<file path="src/rtl/fetch_decode_buffer_pkg.sv">
// Shared IF/ID constants: instruction/PC widths and the decode-side NOP encoding.
package fetch_decode_buffer_pkg;

  localparam int unsigned IF_INS_W = 32;
  localparam int unsigned IF_PC_W  = 10;

  // All-zero word decodes as sll $0,$0,0, a harmless bubble for decode
  localparam logic [IF_INS_W-1:0] IF_NOP = 32'h0;

endpackage

</file>
<file path="src/rtl/ifid_fifo_mem.sv">
// Storage array for the IF/ID buffer: DEPTH x W registers, one synchronous
// write port and one asynchronous read port. The array is deliberately not reset;
// validity is tracked by the controller's count.
//  clk    in  rising-edge clock
//  we     in  write enable
//  waddr  in  write index
//  wdata  in  write payload
//  raddr  in  read index
//  rdata  out read payload (combinational)
module ifid_fifo_mem #(
  parameter int unsigned DEPTH = 2,
  parameter int unsigned W     = 42,
  parameter int unsigned AW    = 1
) (
  input  logic          clk,
  input  logic          we,
  input  logic [AW-1:0] waddr,
  input  logic [W-1:0]  wdata,
  input  logic [AW-1:0] raddr,
  output logic [W-1:0]  rdata
);

  logic [W-1:0] mem_q [DEPTH];

  // Write port
  always_ff @(posedge clk) begin
    if (we) begin
      mem_q[waddr] <= wdata;
    end
  end

  // Async read port
  assign rdata = mem_q[raddr];

endmodule

</file>
<file path="src/rtl/fetch_decode_buffer.sv">
// Elastic IF/ID boundary. Buffers {instruction, PC+4} from fetch in a small FIFO
// and offers the oldest entry to decode with valid/ready. Fetch sees a registered
// ready; a taken branch/jump (flush) discards everything held and is tallied in a
// saturating drop counter.
//  clk, reset_n          clock, async active-low reset
//  in_valid/in_ins/in_pc4  fetch payload;  in_ready  registered accept
//  flush                 taken branch/jump from downstream
//  out_valid/out_ins/out_pc4  head entry to decode;  out_ready  decode accept
//  occupancy             held entry count
//  flush_drops           saturating count of entries discarded by flush
module fetch_decode_buffer
  import fetch_decode_buffer_pkg::*;
#(
  parameter int unsigned DATA_W = IF_INS_W,
  parameter int unsigned PC_W   = IF_PC_W,
  parameter int unsigned DEPTH  = 2,
  parameter int unsigned STAT_W = 8
) (
  input  logic                       clk,
  input  logic                       reset_n,
  input  logic                       in_valid,
  input  logic [DATA_W-1:0]          in_ins,
  input  logic [PC_W-1:0]            in_pc4,
  output logic                       in_ready,
  input  logic                       flush,
  output logic                       out_valid,
  output logic [DATA_W-1:0]          out_ins,
  output logic [PC_W-1:0]            out_pc4,
  input  logic                       out_ready,
  output logic [$clog2(DEPTH):0]     occupancy,
  output logic [STAT_W-1:0]          flush_drops
);

  localparam int unsigned AW = $clog2(DEPTH);
  localparam int unsigned CW = AW + 1;
  localparam int unsigned EW = DATA_W + PC_W;
  localparam int unsigned SW = STAT_W + 2;
  localparam logic [STAT_W-1:0] DROP_MAX = '1;

  logic [AW-1:0]     wr_ptr_q, wr_ptr_d;
  logic [AW-1:0]     rd_ptr_q, rd_ptr_d;
  logic [CW-1:0]     count_q, count_d;
  logic              init_done_q;
  logic              in_ready_q, in_ready_d;
  logic [STAT_W-1:0] drops_q, drops_d;

  logic              push_attempt;
  logic              push;
  logic              pop;
  logic [SW-1:0]     drop_sum;
  logic [EW-1:0]     head_data;

  ifid_fifo_mem #(
    .DEPTH (DEPTH),
    .W     (EW),
    .AW    (AW)
  ) u_mem (
    .clk   (clk),
    .we    (push),
    .waddr (wr_ptr_q),
    .wdata ({in_ins, in_pc4}),
    .raddr (rd_ptr_q),
    .rdata (head_data)
  );

  // Head presentation; flush hides the head in its own cycle so no pop can occur
  always_comb begin
    out_valid = (count_q != '0) && !flush;
    out_ins   = DATA_W'(IF_NOP);
    out_pc4   = '0;
    if (out_valid) begin
      out_ins = head_data[EW-1:PC_W];
      out_pc4 = head_data[PC_W-1:0];
    end
  end

  // Handshake qualification; in_ready_q already excludes the full case
  always_comb begin
    push_attempt = in_valid && in_ready_q;
    push         = push_attempt && !flush;
    pop          = out_valid && out_ready;
  end

  // Next-state for pointers, count, ready and drop statistic
  always_comb begin
    wr_ptr_d = wr_ptr_q;
    rd_ptr_d = rd_ptr_q;
    count_d  = count_q;
    drops_d  = drops_q;
    drop_sum = SW'(drops_q) + SW'(count_q) + SW'(push_attempt);

    if (flush) begin
      wr_ptr_d = '0;
      rd_ptr_d = '0;
      count_d  = '0;
      drops_d  = (drop_sum > SW'(DROP_MAX)) ? DROP_MAX : STAT_W'(drop_sum);
    end else begin
      if (push) begin
        wr_ptr_d = AW'(wr_ptr_q + 1'b1);
      end
      if (pop) begin
        rd_ptr_d = AW'(rd_ptr_q + 1'b1);
      end
      unique case ({push, pop})
        2'b10:   count_d = CW'(count_q + 1'b1);
        2'b01:   count_d = CW'(count_q - 1'b1);
        default: count_d = count_q;
      endcase
    end

    // Uses the current init flag so ready rises one cycle after init completes
    in_ready_d = init_done_q && (count_d != CW'(DEPTH));
  end

  // State registers
  always_ff @(posedge clk or negedge reset_n) begin
    if (!reset_n) begin
      wr_ptr_q    <= '0;
      rd_ptr_q    <= '0;
      count_q     <= '0;
      init_done_q <= 1'b0;
      in_ready_q  <= 1'b0;
      drops_q     <= '0;
    end else begin
      wr_ptr_q    <= wr_ptr_d;
      rd_ptr_q    <= rd_ptr_d;
      count_q     <= count_d;
      init_done_q <= 1'b1;
      in_ready_q  <= in_ready_d;
      drops_q     <= drops_d;
    end
  end

  assign in_ready    = in_ready_q;
  assign occupancy   = count_q;
  assign flush_drops = drops_q;

endmodule

</file>
<file path="config.mk">
export PLATFORM = sky130hd
export DESIGN_NAME = fetch_decode_buffer
export DESIGN_NICKNAME = d
export VERILOG_FILES = /design/src/rtl/fetch_decode_buffer_pkg.sv /design/src/rtl/ifid_fifo_mem.sv /design/src/rtl/fetch_decode_buffer.sv
export SDC_FILE = /design/constraint.sdc
export NUM_CORES = 1
export LEC_CHECK = 0
export ABC_AREA = 1
export BUFFER_PORTS_ARGS = -buffer_cell sky130_fd_sc_hd__buf_2
export CAP_MARGIN = 20
export CELL_PAD_IN_SITES_DETAIL_PLACEMENT = 1
export CELL_PAD_IN_SITES_GLOBAL_PLACEMENT = 1
export CORE_MARGIN = 1
export CORE_UTILIZATION = 37
export DETAILED_ROUTE_END_ITERATION = 12
export HOLD_SLACK_MARGIN = 0.1
export PLACE_DENSITY = 0.79
export REMOVE_ABC_BUFFERS = 1
export SETUP_SLACK_MARGIN = 0.1
export SYNTH_ARGS = -nofsm -noshare
export SYNTH_HDL_FRONTEND = slang
export SYNTH_HIERARCHICAL = 1
export SYNTH_SLANG_ARGS = --single-unit
</file>
<file path="constraint.sdc">
create_clock -name clk -period 2.54 [get_ports clk]
set_input_delay 0.127 -clock clk [delete_from_list [all_inputs] [get_ports clk]]
set_output_delay 0.127 -clock clk [all_outputs]
set_load 0.05 [all_outputs]
</file>
Word level (Yosys, flattened, before mapping)
Memory sizes are Yosys's and may differ from the RTL's. Cells that the tools add are included.

Flip-flop bits (word level): 14. RAM bits: 84. Input port bits: 47. Output and inout port bits: 54. Memories kept: 1.

Add/sub/neg operators: 6. Magnitude comparators: 1. Eq/ne operators: 3. Multiplexer cells: 11. Reductions and logical operators: 9.

Memories: u_mem.mem_q (words 2, width 42, read ports 1, clocked after memory_dff 0, write ports 1, line ifid_fifo_mem.sv:23) `logic [W-1:0] mem_q [DEPTH];`.

Operators by type and width (number): 32-bit two-way mux (1); 9-bit by 1-bit adder with 10-bit output (1); 10-bit by 8-bit greater-than comparator with 1-bit output (second input constant) (1); 10-bit two-way mux (1); 8-bit by 2-bit adder with 9-bit output (1); 8-bit two-way mux (1); 1-bit two-way mux (6); 2-bit nonzero test (3); 1-bit logical AND (5); 2-bit case mux with 2 select lines (1); 1-bit adder (second input constant) (2); 2-bit by 1-bit adder with 2-bit output (second input constant) (1); 2-bit by 1-bit == test with 1-bit output (second input constant) (1); 2-bit == test (second input constant) (1); 2-bit two-way mux (1); 2-bit inequality test (second input constant) (1); 2-bit by 1-bit subtractor with 2-bit output (second input constant) (1); 1-bit logical NOT (1).

Longest topological paths before layout
Gate-level depths: netlist of run 1.

Depth after elaboration: 8. Gate-level depth with buffers: 12. Depth with buffers taken out: 12.

By module
Netlist of run 1, hierarchy kept.

Modules (own cells, without submodules): ifid_fifo_mem (times used 1, cells an instance 224, area each 3140.5 sq um, seq. area each 2522.4 sq um); fetch_decode_buffer (times used 1, cells an instance 177, area each 1104.8 sq um, seq. area each 350.3 sq um).

Worst setup path after synthesis of run 1
Ideal clock, no wire load.

Path type: reg-to-reg. Start: register in_ready_q, in the netlist in_ready. End: memory u_mem.mem_q[0][0], enable pin. Setup time: 442 ps. Arrival: 2781 ps. Data required time: 2098 ps. Setup slack: -683 ps. Cell stages (with the launch flop): 5. Buffers on the path: 0. Period minus slack after synthesis: 3223 ps. Path through: dfrtp_1 -> nand2_1 -> nor2_1 -> inv_1 -> nor2_1.

Cells in the longest elaborated chain, start to end: 4.

Ends and longest elaborated chain: start, declared (line fetch_decode_buffer.sv:44) `logic in_ready_q, in_ready_d;`; start signal, assigned (line fetch_decode_buffer.sv:129) `in_ready_q <= in_ready_d;`; 1-bit logical AND (line fetch_decode_buffer.sv:79) `push_attempt = in_valid && in_ready_q;`; 1-bit logical AND (line fetch_decode_buffer.sv:80) `push = push_attempt && !flush;`; via push (line fetch_decode_buffer.sv:48) `logic push;`; 1-bit two-way mux (line ifid_fifo_mem.sv:27) `if (we) begin`; 1-bit two-way mux (not written as such) (line ifid_fifo_mem.sv:28) `mem_q[waddr] <= wdata;`; end, declared (line ifid_fifo_mem.sv:23).

The timed path passes the listed nets, and every way through them passes these cells.

Worst setup path after layout of run 1
Start: register count_q[1], in the netlist occupancy[1]. End: output out_ins[18].

Cells in the longest elaborated chain, start to end: 3.

Ends and longest elaborated chain: start, declared (line fetch_decode_buffer.sv:42) `logic [CW-1:0] count_q, count_d;`; start signal, assigned (line fetch_decode_buffer.sv:127) `count_q <= count_d;`; 2-bit nonzero test (line fetch_decode_buffer.sv:68) `out_valid = (count_q != '0) && !flush;`; 1-bit logical AND (line fetch_decode_buffer.sv:68); 32-bit two-way mux (line fetch_decode_buffer.sv:71) `if (out_valid) begin`; end, declared (line fetch_decode_buffer.sv:27) `output logic [DATA_W-1:0] out_ins,`.

Every way passes these cells.

==> out/qor.txt, run 1 <==
Synth Flop Type -> edfxtp_1
Post-CTS setup buffers -> 0
Fraction of registers with async set/reset -> 0.1429
Compound-Gate Fraction of Synth Area -> 0.01533
CTS Buffer Depth -> 2
Synthesis-stage register bit count -> 98
Initial Util -> 0.3849
Peak supply drop -> 0.4212 mV
Multi-input gate area -> 1018 sq um
# rows -> 38
Largest net degree at the start of global routing -> 43
Yosys synthesis warning count -> 6
Final core occ -> 0.5079
Die height -> 109.1 um
Post-route cell area -> 5603 sq um
Top-count cell post-synth -> nand2_1
DIE AREA -> 11,910 sq um
Worst-margin pin slew -> 0.7944 ns
Dpl cell area -> 4858 sq um
Reg clk slew, reported paths -> 0.06 ns
TritonCTS Sinks -> 98
CP max stage cell -> inv_2
Filler Cell Count -> 1,229
Area growth, synth to finish -> 31.98%
Mean Syn Cell Area -> 10.59 sq um
CP Launch Point -> occupancy[1]$_DFF_PN0_
Diode count -> 0
Vias in the first global route -> 3,287
Fmax -> 471.9 MHz
Synth cell types -> 27
Worst EP arrival -> 1.99 ns
Post-CTS Resized -> 0
Post-layout min period -> 2.119 ns
Clock buffer count from CTS -> 9
Area share of fa/ha/maj cells after synthesis -> 0.01533
Post-CTS Hold Fix Bufs -> 45
Largest area contributor in the netlist -> edfxtp_1
Final wirelength -> 10.23 mm
Largest cells by area after synthesis -> edfxtp_1, nand2_1, dfrtp_1
Outcome -> complete, no violations
Register area -> 2874 sq um
Largest family of logic cells by synthesized area -> simple AND/OR/NAND/NOR gates
RSZ-0062 raised after global routing -> no
DP Wirelength -> 6.439 mm
Layout cells sized above 1 -> 0.2568
Startpoint Class -> register
Critical path endpoint category -> output pin
Horiz. Die Dim -> 109.1 um
Slew Limit Fails -> 0
CP delay by family, top -> buffers and inverters
Number of flops mapped to enable cells by yosys -> 84
Sequential fraction of the synthesis area -> 0.6767
Worst relative slew slack -> 0.4696
Clock root cell -> clkbuf_16
Hold path depth -> 4
Grt total ovfl -> 0
Hold path startpoint -> in_valid
Critical Path RT -> 2.41 ns
Antenna viol nets, final -> 0
Critical path buffers and inverters -> 3
Post-synth top cells -> nand2_1, edfxtp_1, inv_1
Mux share of post-synthesis cell area -> 0
CP Cell Sequence -> inv_1 -> a21oi_2 -> inv_2 -> nor2_1 -> buf_2
Vias/cell -> 4.531
Maximum level of the CTS H-tree -> 3
Post-route clock period utilization -> 0.8343
Vias post-DR -> 3,140
RR Startpoint -> in_ready$_DFF_PN0_
Final Hold Violating Endpoints -> 0
R2R cell count -> 10
Global-route wire length before repair -> 15.93 mm
Gate Count Post-Synth -> 401
Clock latency on the worst-skew pair -> 0.34 ns
Max-cap violations -> 0
GR Util All Layers -> 0.1796
Post-layout net count -> 599
CTS tree -> built
Drt wl/cell -> 14.76 um
Io pins -> 101
GPL Wtd Cong -> 0.7995
Setup slack, reg-to-reg -> 0.60 ns
Total iterations of the first detailed-routing run -> 4
Clk_skew -> 0.005113 ns
Final Setup Violations -> 0
Worst-path fanout max -> 42
Power per Cell Area -> 702.3 nW/um^2
Max incr delay on CP -> 0.58 ns
LEAKAGE -> 2.689 nW
Port Buffers -> 100
RR Endpoint -> flush_drops[4]$_DFFE_PN0P_
Synth Area in Simple Gates -> 0.2025
Initial detailed-routing violation count -> 72
Xor/xnor cell area share of the yosys netlist -> 0.004126
Synth Cell Area -> 4245 sq um
Post-synth top area share -> 0.5942
DR DRC count -> 0
WHS Endpoint -> wr_ptr_q$_DFFE_PN0P_
Initial antenna violation count -> 0
Crit path kind -> register to output pin
Core footprint -> 11,030 sq um
Worst min path class -> primary input to register
[area by class of cell]
| type | count | area share |
|---|---|---|
| Clock buffer | 9 | 0.04020 |
| Clock inverter | 7 | 0.01228 |
| Inverter | 64 | 0.04422 |
| Multi-Input combinational cell | 226 | 0.1818 |
| Sequential cell | 98 | 0.5130 |
| Tap cell | 140 | 0.03126 |
| Timing Repair Buffer | 149 | 0.1773 |
[worst max-delay path by stage]
stage | end | slack (ns) | cells past startpoint
3_5_place_dp | flush_drops[4]$_DFFE_PN0P_ | 0.60 | 10
4_1_cts | out_ins[18] | 0.41 | 5
5_1_grt | out_ins[29] | 0.25 | 5
3_3_place_gp | flush_drops[4]$_DFFE_PN0P_ | 0.78 | 10
2_1_floorplan | u_mem/mem_q[0][0]$_DFFE_PP_ | -0.68 | 4
6_report | out_ins[18] | 0.42 | 5
[power by group]
part / internal (mW) / switching [mW]
Combinational: 0.213 / 0.494
Sequential: 1.83 / 0.0695
Clock: 0.761 / 0.569
[layer usage]
layer	GRT usage	vias up	part of all wire
met3	0.04961	10	0.055
met1	0.2087	1513	0.43
li1	-	1536	-
met2	0.3226	81	0.51
met5	0	-	0
met4	0.04923	0	0.0091
[through the flow]
stage / hold slack (ns) / cells / total power, mW / TNS (ns) / setup WS [ns]
after floorplan: -0.1686 / 388 / 2.370 / -34.66 / -0.6828
after global placement: 0.04230 / 632 / 2.551 / 0 / 0.7774
after detailed placement: 0.05594 / 632 / 2.583 / 0 / 0.5977
after CTS: 0.2108 / 693 / 3.979 / 0 / 0.4093
after global routing: 0.2481 / 693 / 4.105 / 0 / 0.2462
final: 0.2186 / 693 / 3.935 / 0 / 0.4209
[flip-flops by register name, summed over array words and instances (netlist names)]
register     count
flush_drops      8
in_ready         1
init_done_q      1
occupancy        2
rd_ptr_q         1
u_mem/mem_q     84
wr_ptr_q         1
[tightest hold or removal path, cell delays in order]
cell and delay, ns:
buf_2 0.07, nand2_1 0.10, xor2_1 0.16, nor2_1 0.05
[placed cells by master, fill, tap and decap left out]
cell type,n
a21oi_1,2
o21ai_0,5
nor2_1,50
o211ai_2,1
inv_6,1
nand3_1,7
clkbuf_16,9
conb_1,1
nand4_1,1
dfrtp_1,13
nand3b_1,2
fa_1,2
buf_12,1
nand2_2,11
inv_1,60
dfrtp_2,1
clkinv_2,2
nand3_4,1
clkinv_4,1
clkinvlp_4,1
nand2_1,134
bufinv_16,1
a21oi_2,1
xor2_1,1
nor2_4,3
buf_4,3
inv_8,1
clkinv_1,1
xnor2_1,1
o21ai_2,1
ha_1,2
buf_2,100
inv_2,3
dlygate4sd3_1,45
edfxtp_1,84
[cells by family (layout without fill, tap and decap cells)]
family,count (synthesis),in the layout
XOR/XNOR,2,2
AO/OA/AOI/OAI,10,10
other,1,1
flip-flops,98,98
AND/OR/NAND/NOR,209,209
adder cells (fa/ha/maj),4,4
buffers and inverters,77,229
Note: power is estimated with default switching activity, not from simulation.
==> inputs of run 2 (changes only) <==
--- a/config.mk
+++ b/config.mk
@@ -5,16 +5,16 @@
 export SDC_FILE = /design/constraint.sdc
 export NUM_CORES = 1
 export LEC_CHECK = 0
-export ABC_AREA = 1
+export ABC_AREA = 0
 export BUFFER_PORTS_ARGS = -buffer_cell sky130_fd_sc_hd__buf_2
 export CAP_MARGIN = 20
 export CELL_PAD_IN_SITES_DETAIL_PLACEMENT = 1
 export CELL_PAD_IN_SITES_GLOBAL_PLACEMENT = 1
 export CORE_MARGIN = 1
-export CORE_UTILIZATION = 37
+export CORE_UTILIZATION = 40
 export DETAILED_ROUTE_END_ITERATION = 12
 export HOLD_SLACK_MARGIN = 0.1
-export PLACE_DENSITY = 0.79
+export PLACE_DENSITY = 0.77
 export REMOVE_ABC_BUFFERS = 1
 export SETUP_SLACK_MARGIN = 0.1
 export SYNTH_ARGS = -nofsm -noshare
==> constraint.sdc (replaced) <==
create_clock -name clk -period 2.18 [get_ports clk]
set_input_delay 0.109 -clock clk [delete_from_list [all_inputs] [get_ports clk]]
set_output_delay 0.109 -clock clk [all_outputs]
set_load 0.05 [all_outputs]
==> run 2 against run 1 <==
Against the previous run:
- combinational power rose by 24%
- wire length shrank 15%
- sequential share of layout area grew 0.25 points
- register-to-register slack got worse by 0.30 ns
- largest cell class unchanged
- clock power fell by 8%
- global-route usage decreased by 1.5 points
- setup slack got worse by 0.22 ns
- sequential cell count is the same
- first-iteration DRC count decreased by 6.9%
- synthesized area up 0.83%
- utilization is 3.0 points higher
==> out/qor.txt, run 2 <==
Post-route clock period utilization -> 0.9093
Fraction of registers with async set/reset -> 0.1429 (unchanged)
Layout cells sized above 1 -> 0.4063 (was 0.2568)
Clock root cell -> clkbuf_8 (was clkbuf_16)
Clock latency on the worst-skew pair -> 0.35 ns (was 0.34 ns)
Grt total ovfl -> 0 (unchanged)
Vias post-DR -> 2,555 (was 3,140)
Max-cap violations -> 0 (unchanged)
Filler Cell Count -> 1,033 (was 1,229)
Mean Syn Cell Area -> 16.79 sq um (was 10.59 sq um)
Fmax -> 504.5 MHz
Worst min path class -> primary input to register (unchanged)
Most frequent cells in the layout -> buf_2, edfxtp_1, dlygate4sd3_1 (was nand2_1, buf_2, edfxtp_1)
Diode count -> 0 (unchanged)
Final wirelength -> 8.706 mm (was 10.23 mm)
Switch share -> 0.2872 (was 0.2877)
Drt wl/cell -> 15.92 um (was 14.76 um)
Synth cell types -> 38 (was 27)
RSZ-0062 raised after global routing -> no (unchanged)
Number of flops mapped to enable cells by yosys -> 84 (unchanged)
Critical path endpoint category -> output pin (unchanged)
Die height -> 105.4 um (was 109.1 um)
Peak supply drop -> 0.8411 mV (was 0.4212 mV)
Core footprint -> 10,370 sq um (was 11,030 sq um)
Yosys synthesis warning count -> 6 (unchanged)
Vias/cell -> 4.671 (was 4.531)
Setup ws final -> 0.1978 ns (was 0.4209 ns)
Final Setup Violations -> 0 (unchanged)
DR DRC count -> 0 (unchanged)
DIE AREA -> 11,120 sq um (was 11,910 sq um)
Outcome -> complete, no violations (unchanged)
# rows -> 37 (was 38)
Global-route wire length before repair -> 13.79 mm (was 15.93 mm)
Horiz. Die Dim -> 105.4 um (was 109.1 um)
Critical Path RT -> 2.07 ns (was 2.41 ns)
DR top layer -> met4 (unchanged)
Clock buffer count from CTS -> 9 (unchanged)
Synth Cell Area -> 4280 sq um (was 4245 sq um)
Post-synth top area share -> 0.5893 (was 0.5942)
Flop pwr share -> 0.515 (was 0.482)
Met2 Wirelength -> 4.607 mm (was 5.225 mm)
Reg clk slew, reported paths -> 0.08 ns (was 0.06 ns)
GR Util All Layers -> 0.1645 (was 0.1796)
Area growth, synth to finish -> 30.25% (was 31.98%)
Largest net degree at the start of global routing -> 44 (was 43)
Post-synth top cells -> edfxtp_1, and2_1, mux2_4 (was nand2_1, edfxtp_1, inv_1)
Initial Util -> 0.4128 (was 0.3849)
CTS tree -> built (unchanged)
Startpoint Class -> register (unchanged)
Wire length on met3 -> 439 um (was 561 um)
Combinational power share -> 0.202 (was 0.180)
Top-count cell post-synth -> edfxtp_1 (was nand2_1)
Dpl cell area -> 4911 sq um (was 4858 sq um)
TritonCTS Sinks -> 98 (unchanged)
LEAKAGE -> 2.320 nW (was 2.689 nW)
Port Buffers -> 100 (unchanged)
Crit path kind -> register to output pin (unchanged)
Gate Count Post-Synth -> 255 (was 401)
Post-layout min period -> 1.982 ns
Io pins -> 101 (unchanged)
Most common cell after layout, fill and taps aside -> buf_2 (was nand2_1)
Power per Cell Area -> 779.5 nW/um^2 (was 702.3 nW/um^2)
Maximum level of the CTS H-tree -> 3 (unchanged)
Largest area contributor in the netlist -> edfxtp_1 (unchanged)
Largest cells by area after synthesis -> edfxtp_1, mux2_4, dfrtp_1 (was edfxtp_1, nand2_1, dfrtp_1)
Int Power -> 3.098 mW (was 2.803 mW)
Worst EP arrival -> 1.87 ns (was 1.99 ns)
Post-layout net count -> 457 (was 599)
Total iterations of the first detailed-routing run -> 4 (unchanged)
Setup TNS -> 0 ns (unchanged)
Vias in the first global route -> 2,834 (was 3,287)
Switch Pwr -> 1.248 mW (was 1.132 mW)
Sequential fraction of the synthesis area -> 0.6711 (was 0.6767)
Synth Flop Type -> edfxtp_1 (unchanged)
Post-CTS setup buffers -> 0 (unchanged)
Synthesis-stage register bit count -> 98 (unchanged)
Most flops, register -> u_mem/mem_q (unchanged)
Setup Slack @ Placement -> 0.3291 ns (was 0.5977 ns)
Clock share of power -> 0.284 (was 0.338)
Antenna viol nets, final -> 0 (unchanged)
Max FFs per register -> 84 (unchanged)
DP Wirelength -> 5.379 mm (was 6.439 mm)
Worst-path fanout max -> 25 (was 42)
Metal-1 WL -> 3.540 mm (was 4.348 mm)
Slew Limit Fails -> 0 (unchanged)
Initial antenna violation count -> 0 (unchanged)
Clk_skew -> 0.005997 ns (was 0.005113 ns)
Initial detailed-routing violation count -> 67 (was 72)
Post-route cell area -> 5575 sq um (was 5603 sq um)
GPL Wtd Cong -> 0.7932 (was 0.7995)
Final Hold Violating Endpoints -> 0 (unchanged)
CTS Buffer Depth -> 2 (unchanged)
## run 2: changes by cell type after synthesis, sizes merged, moves of 4 or more
cell	delta
nor2	-49
inv	-58
nand2	-137
mux2	+43
nor2b	+4
buf	-6
nand3	-4
and2	+44
## run 2: path summary, 6_finish.rpt
check / slack, ns / depth (start not counted) / to / start
setup / recovery: 0.20 / 4 / out_ins[29] / rd_ptr_q$_DFFE_PN0P_
hold / removal: 0.15 / 3 / rd_ptr_q$_DFFE_PN0P_ / out_ready
setup reg to reg: 0.30 / 8 / flush_drops[6]$_DFFE_PN0P_ / in_ready$_DFF_PN0_
hold reg to reg: 0.51 / 1 / in_ready$_DFF_PN0_ / init_done_q$_DFF_PN0_
max in group asynchronous: 1.73 / 2 / rd_ptr_q$_DFFE_PN0P_ / reset_n
min in group asynchronous: 0.19 / 2 / flush_drops[6]$_DFFE_PN0P_ / reset_n
## run 2: routing by layer
metal,up-vias,global-route usage
li1,1221,-
met1,1249,0.1767
met5,-,0
met4,0,0.05433
met3,8,0.04886
met2,77,0.3059
## run 2: cells by family (layout without fill, tap and decap cells)
group,count (synthesis),in the layout,synth area share
flops,98,98,0.6711
simple gates,74,74,0.1014
mux,45,45,0.1529
buf+inv,16,172,0.03157
compound gates,14,14,0.02076
fa+ha+maj,4,4,0.01520
xor+xnor,3,3,0.006140
other cells,1,1,0.0008761
## run 2: stage by stage
step,instances,power [mW],hold WS (ns),util
after floorplan,245,2.845,-0.1866,-
after global placement,486,3.057,0.02214,0.4736
after detailed placement,486,3.095,0.02571,0.4736
after CTS,547,4.405,0.1203,0.5373
after global routing,547,4.532,0.1433,0.5376
final,547,4.346,0.1474,0.5376
## run 2: timing repair
item                       CTS  global route
hold endpoints to repair   100             0
setup endpoints to repair    0            42
gates resized for setup      0             1
hold buffers                45             0
## run 2: final cells by class
type / count / area (sq um) / area share
repair buffers: 150 / 1017 / 0.1825
clock buffers: 11 / 131.4 / 0.02356
multi-input cells: 141 / 1281 / 0.2298
flip-flops and latches: 98 / 2874 / 0.5155
clock inverters: 5 / 78.83 / 0.01414
inverters: 6 / 22.52 / 0.004039
well taps: 136 / 170.2 / 0.03052
## run 2: power groups by stage
stage	clock network [mW]	logic (mW)	registers [mW]
2_1_floorplan	0	0.365	2.48
3_3_place_gp	0	0.792	2.27
3_5_place_dp	0	0.818	2.28
4_1_cts	1.29	0.880	2.24
5_1_grt	1.34	0.939	2.25
6_report	1.23	0.876	2.24
## run 2: worst max-delay path: stages, from the launching register on
cell and delay, ns:
dfrtp_2 0.37, buf_4 0.41, mux2_2 0.39, and2_1 0.14
buf_2 0.20
==> inputs of run 3 (changes only) <==
==> constraint.sdc (replaced) <==
create_clock -name clk -period 2.14 [get_ports clk]
set_input_delay 0.107 -clock clk [delete_from_list [all_inputs] [get_ports clk]]
set_output_delay 0.107 -clock clk [all_outputs]
set_load 0.05 [all_outputs]
==> run 3 against run 2 <==
Against the previous run:
- total power up 2.5%
- sequential cell count unchanged
- final area up 0.22%
- clock skew up 0.0011 ns
- utilization up 0.12 points
- first-iteration DRC count up 13%
- sequential share of layout area down 0.12 points
- via count up 0.31%
- wire length down 2.5%
- count of clock-buffer cells in the layout down 2
- worst hold slack worse by 0.016 ns
- largest cell class unchanged
==> out/qor.txt, run 3 (synthesis results as in run 2) <==
Outcome -> complete, no violations (unchanged)
GPL Wtd Cong -> 0.7924 (was 0.7932)
Fmax -> 514.7 MHz
DP Wirelength -> 5.323 mm (was 5.379 mm)
Max FFs per register -> 84 (unchanged)
Grt total ovfl -> 0 (unchanged)
Initial detailed-routing violation count -> 76 (was 67)
Setup slack, reg-to-reg -> 0.28 ns (was 0.30 ns)
DR DRC count -> 0 (unchanged)
WHS Endpoint -> rd_ptr_q$_DFFE_PN0P_ (unchanged)
Port Buffers -> 100 (unchanged)
Vias/cell -> 4.694 (was 4.671)
DIE AREA -> 11,120 sq um (unchanged)
Most frequent cells in the layout -> buf_2, edfxtp_1, dlygate4sd3_1 (unchanged)
Multi-input gate area -> 1281 sq um (unchanged)
Peak supply drop -> 0.6495 mV (was 0.8411 mV)
R2R cell count -> 5 (was 8)
Startpoint Class -> primary input (was register)
CTS tree -> built (unchanged)
Core footprint -> 10,370 sq um (unchanged)
Io pins -> 101 (unchanged)
Clock buffer count from CTS -> 9 (unchanged)
Most flops, register -> u_mem/mem_q (unchanged)
RSZ-0062 raised after global routing -> no (unchanged)
CTS Buffer Depth -> 2 (unchanged)
RR Endpoint -> occupancy[1]$_DFF_PN0_ (was flush_drops[6]$_DFFE_PN0P_)
Drt wl/cell -> 15.55 um (was 15.92 um)
RR Startpoint -> occupancy[0]$_DFF_PN0_ (was in_ready$_DFF_PN0_)
Global-route wire length before repair -> 13.81 mm (was 13.79 mm)
Setup TNS -> 0 ns (unchanged)
Final wirelength -> 8.491 mm (was 8.706 mm)
LEAKAGE -> 2.318 nW (was 2.320 nW)
Vias in the first global route -> 2,825 (was 2,834)
Area growth, synth to finish -> 30.55% (was 30.25%)
GR Util All Layers -> 0.1652 (was 0.1645)
Die height -> 105.4 um (unchanged)
Filler Cell Count -> 1,035 (was 1,033)
Register area -> 2874 sq um (unchanged)
Layout cells sized above 1 -> 0.4073 (was 0.4063)
Dpl cell area -> 4923 sq um (was 4911 sq um)
Post-route cell area -> 5588 sq um (was 5575 sq um)
Total iterations of the first detailed-routing run -> 4 (unchanged)
Power per Cell Area -> 797.3 nW/um^2 (was 779.5 nW/um^2)
Post-layout net count -> 456 (was 457)
Vias post-DR -> 2,563 (was 2,555)
Initial antenna violation count -> 0 (unchanged)
Crit path kind -> primary input to output pin (was register to output pin)
Horiz. Die Dim -> 105.4 um (unchanged)
Reg clk slew, reported paths -> 0.09 ns (was 0.08 ns)
Worst min path class -> primary input to register (unchanged)
Diode count -> 0 (unchanged)
Initial Util -> 0.4128 (unchanged)
Final Setup Violations -> 0 (unchanged)
Largest net degree at the start of global routing -> 44 (unchanged)
Post-route clock period utilization -> 0.9078
Critical Path RT -> 2.03 ns (was 2.07 ns)
Clock root cell -> clkbuf_8 (unchanged)
Max-cap violations -> 0 (unchanged)
Slew Limit Fails -> 0 (unchanged)
Critical path endpoint category -> output pin (unchanged)
Worst-path fanout max -> 43 (was 25)
Hold path startpoint -> out_ready (unchanged)
Maximum level of the CTS H-tree -> 3 (unchanged)
Antenna viol nets, final -> 0 (unchanged)
Final Hold Violating Endpoints -> 0 (unchanged)
Clk_skew -> 0.007110 ns (was 0.005997 ns)
Clock latency on the worst-skew pair -> 0.36 ns (was 0.35 ns)
Most common cell after layout, fill and taps aside -> buf_2 (unchanged)
Worst EP arrival -> 1.84 ns (was 1.87 ns)
# rows -> 37 (unchanged)
Hold path depth -> 3 (unchanged)
TritonCTS Sinks -> 98 (unchanged)
Post-layout min period -> 1.943 ns
## run 3: worst max path at each step
stage	slack, ns	start	endpoint	depth (start not counted)
2_1_floorplan	-1.15	in_ready$_DFF_PN0_	u_mem/mem_q[0][0]$_DFFE_PP_	3
3_3_place_gp	0.39	in_ready$_DFF_PN0_	flush_drops[7]$_DFFE_PN0P_	8
3_5_place_dp	0.29	in_ready$_DFF_PN0_	flush_drops[3]$_DFFE_PN0P_	8
4_1_cts	0.15	flush	out_ins[24]	6
5_1_grt	0.13	flush	out_ins[24]	6
6_report	0.20	flush	out_ins[24]	6
## run 3: metrics by stage
step | total power [mW] | hold WS, ns | std cells | utilization | worst slack, ns
final | 4.455 | 0.1310 | 546 | 0.5389 | 0.1972
after global routing | 4.653 | 0.1377 | 546 | 0.5389 | 0.1263
after CTS | 4.520 | 0.1118 | 546 | 0.5385 | 0.1501
after detailed placement | 3.153 | 0.02293 | 486 | 0.4748 | 0.2904
after global placement | 3.118 | 0.01997 | 486 | 0.4748 | 0.3930
after floorplan | 2.898 | -0.1886 | 245 | - | -1.154
## run 3: worst max-delay path, cell delays in order
cell and delay, ns:
dlygate4sd3_1 0.54, buf_2 0.20, o21ba_2 0.28, buf_8 0.22, and2_1 0.19, buf_2 0.27
## run 3: cell type report
type | instances | area share
clock buffers | 9 | 0.02217
inverters | 6 | 0.004030
well taps | 136 | 0.03045
multi-input cells | 141 | 0.2293
repair buffers | 149 | 0.1832
clock inverters | 7 | 0.01657
flip-flops and latches | 98 | 0.5143
## run 3: per-layer routing
layer | global-route usage | up-vias | wire [um]
met5 | 0 | - | 0
met3 | 0.03525 | 10 | 330
met2 | 0.3036 | 69 | 4491
met4 | 0.08451 | 0 | 150
li1 | - | 1220 | -
met1 | 0.1776 | 1264 | 3517
## run 3: repair_timing
| action | CTS | global route |
|---|---|---|
| setup endpoints to repair | 2 | 3 |
| pin swaps | 0 | 0 |
| buffers inserted | 0 | 0 |
| endpoints found under the hold margin | 101 | 0 |
| gates resized for setup | 1 | 1 |
| hold buffers | 44 | 0 |
## run 3: power by group
part / total [mW] / leakage, nW / switching (mW) / internal, mW
clock: 1.29 / 0.105 / 0.631 / 0.656
combinational: 0.887 / 1.27 / 0.563 / 0.325
sequential: 2.28 / 0.939 / 0.104 / 2.18
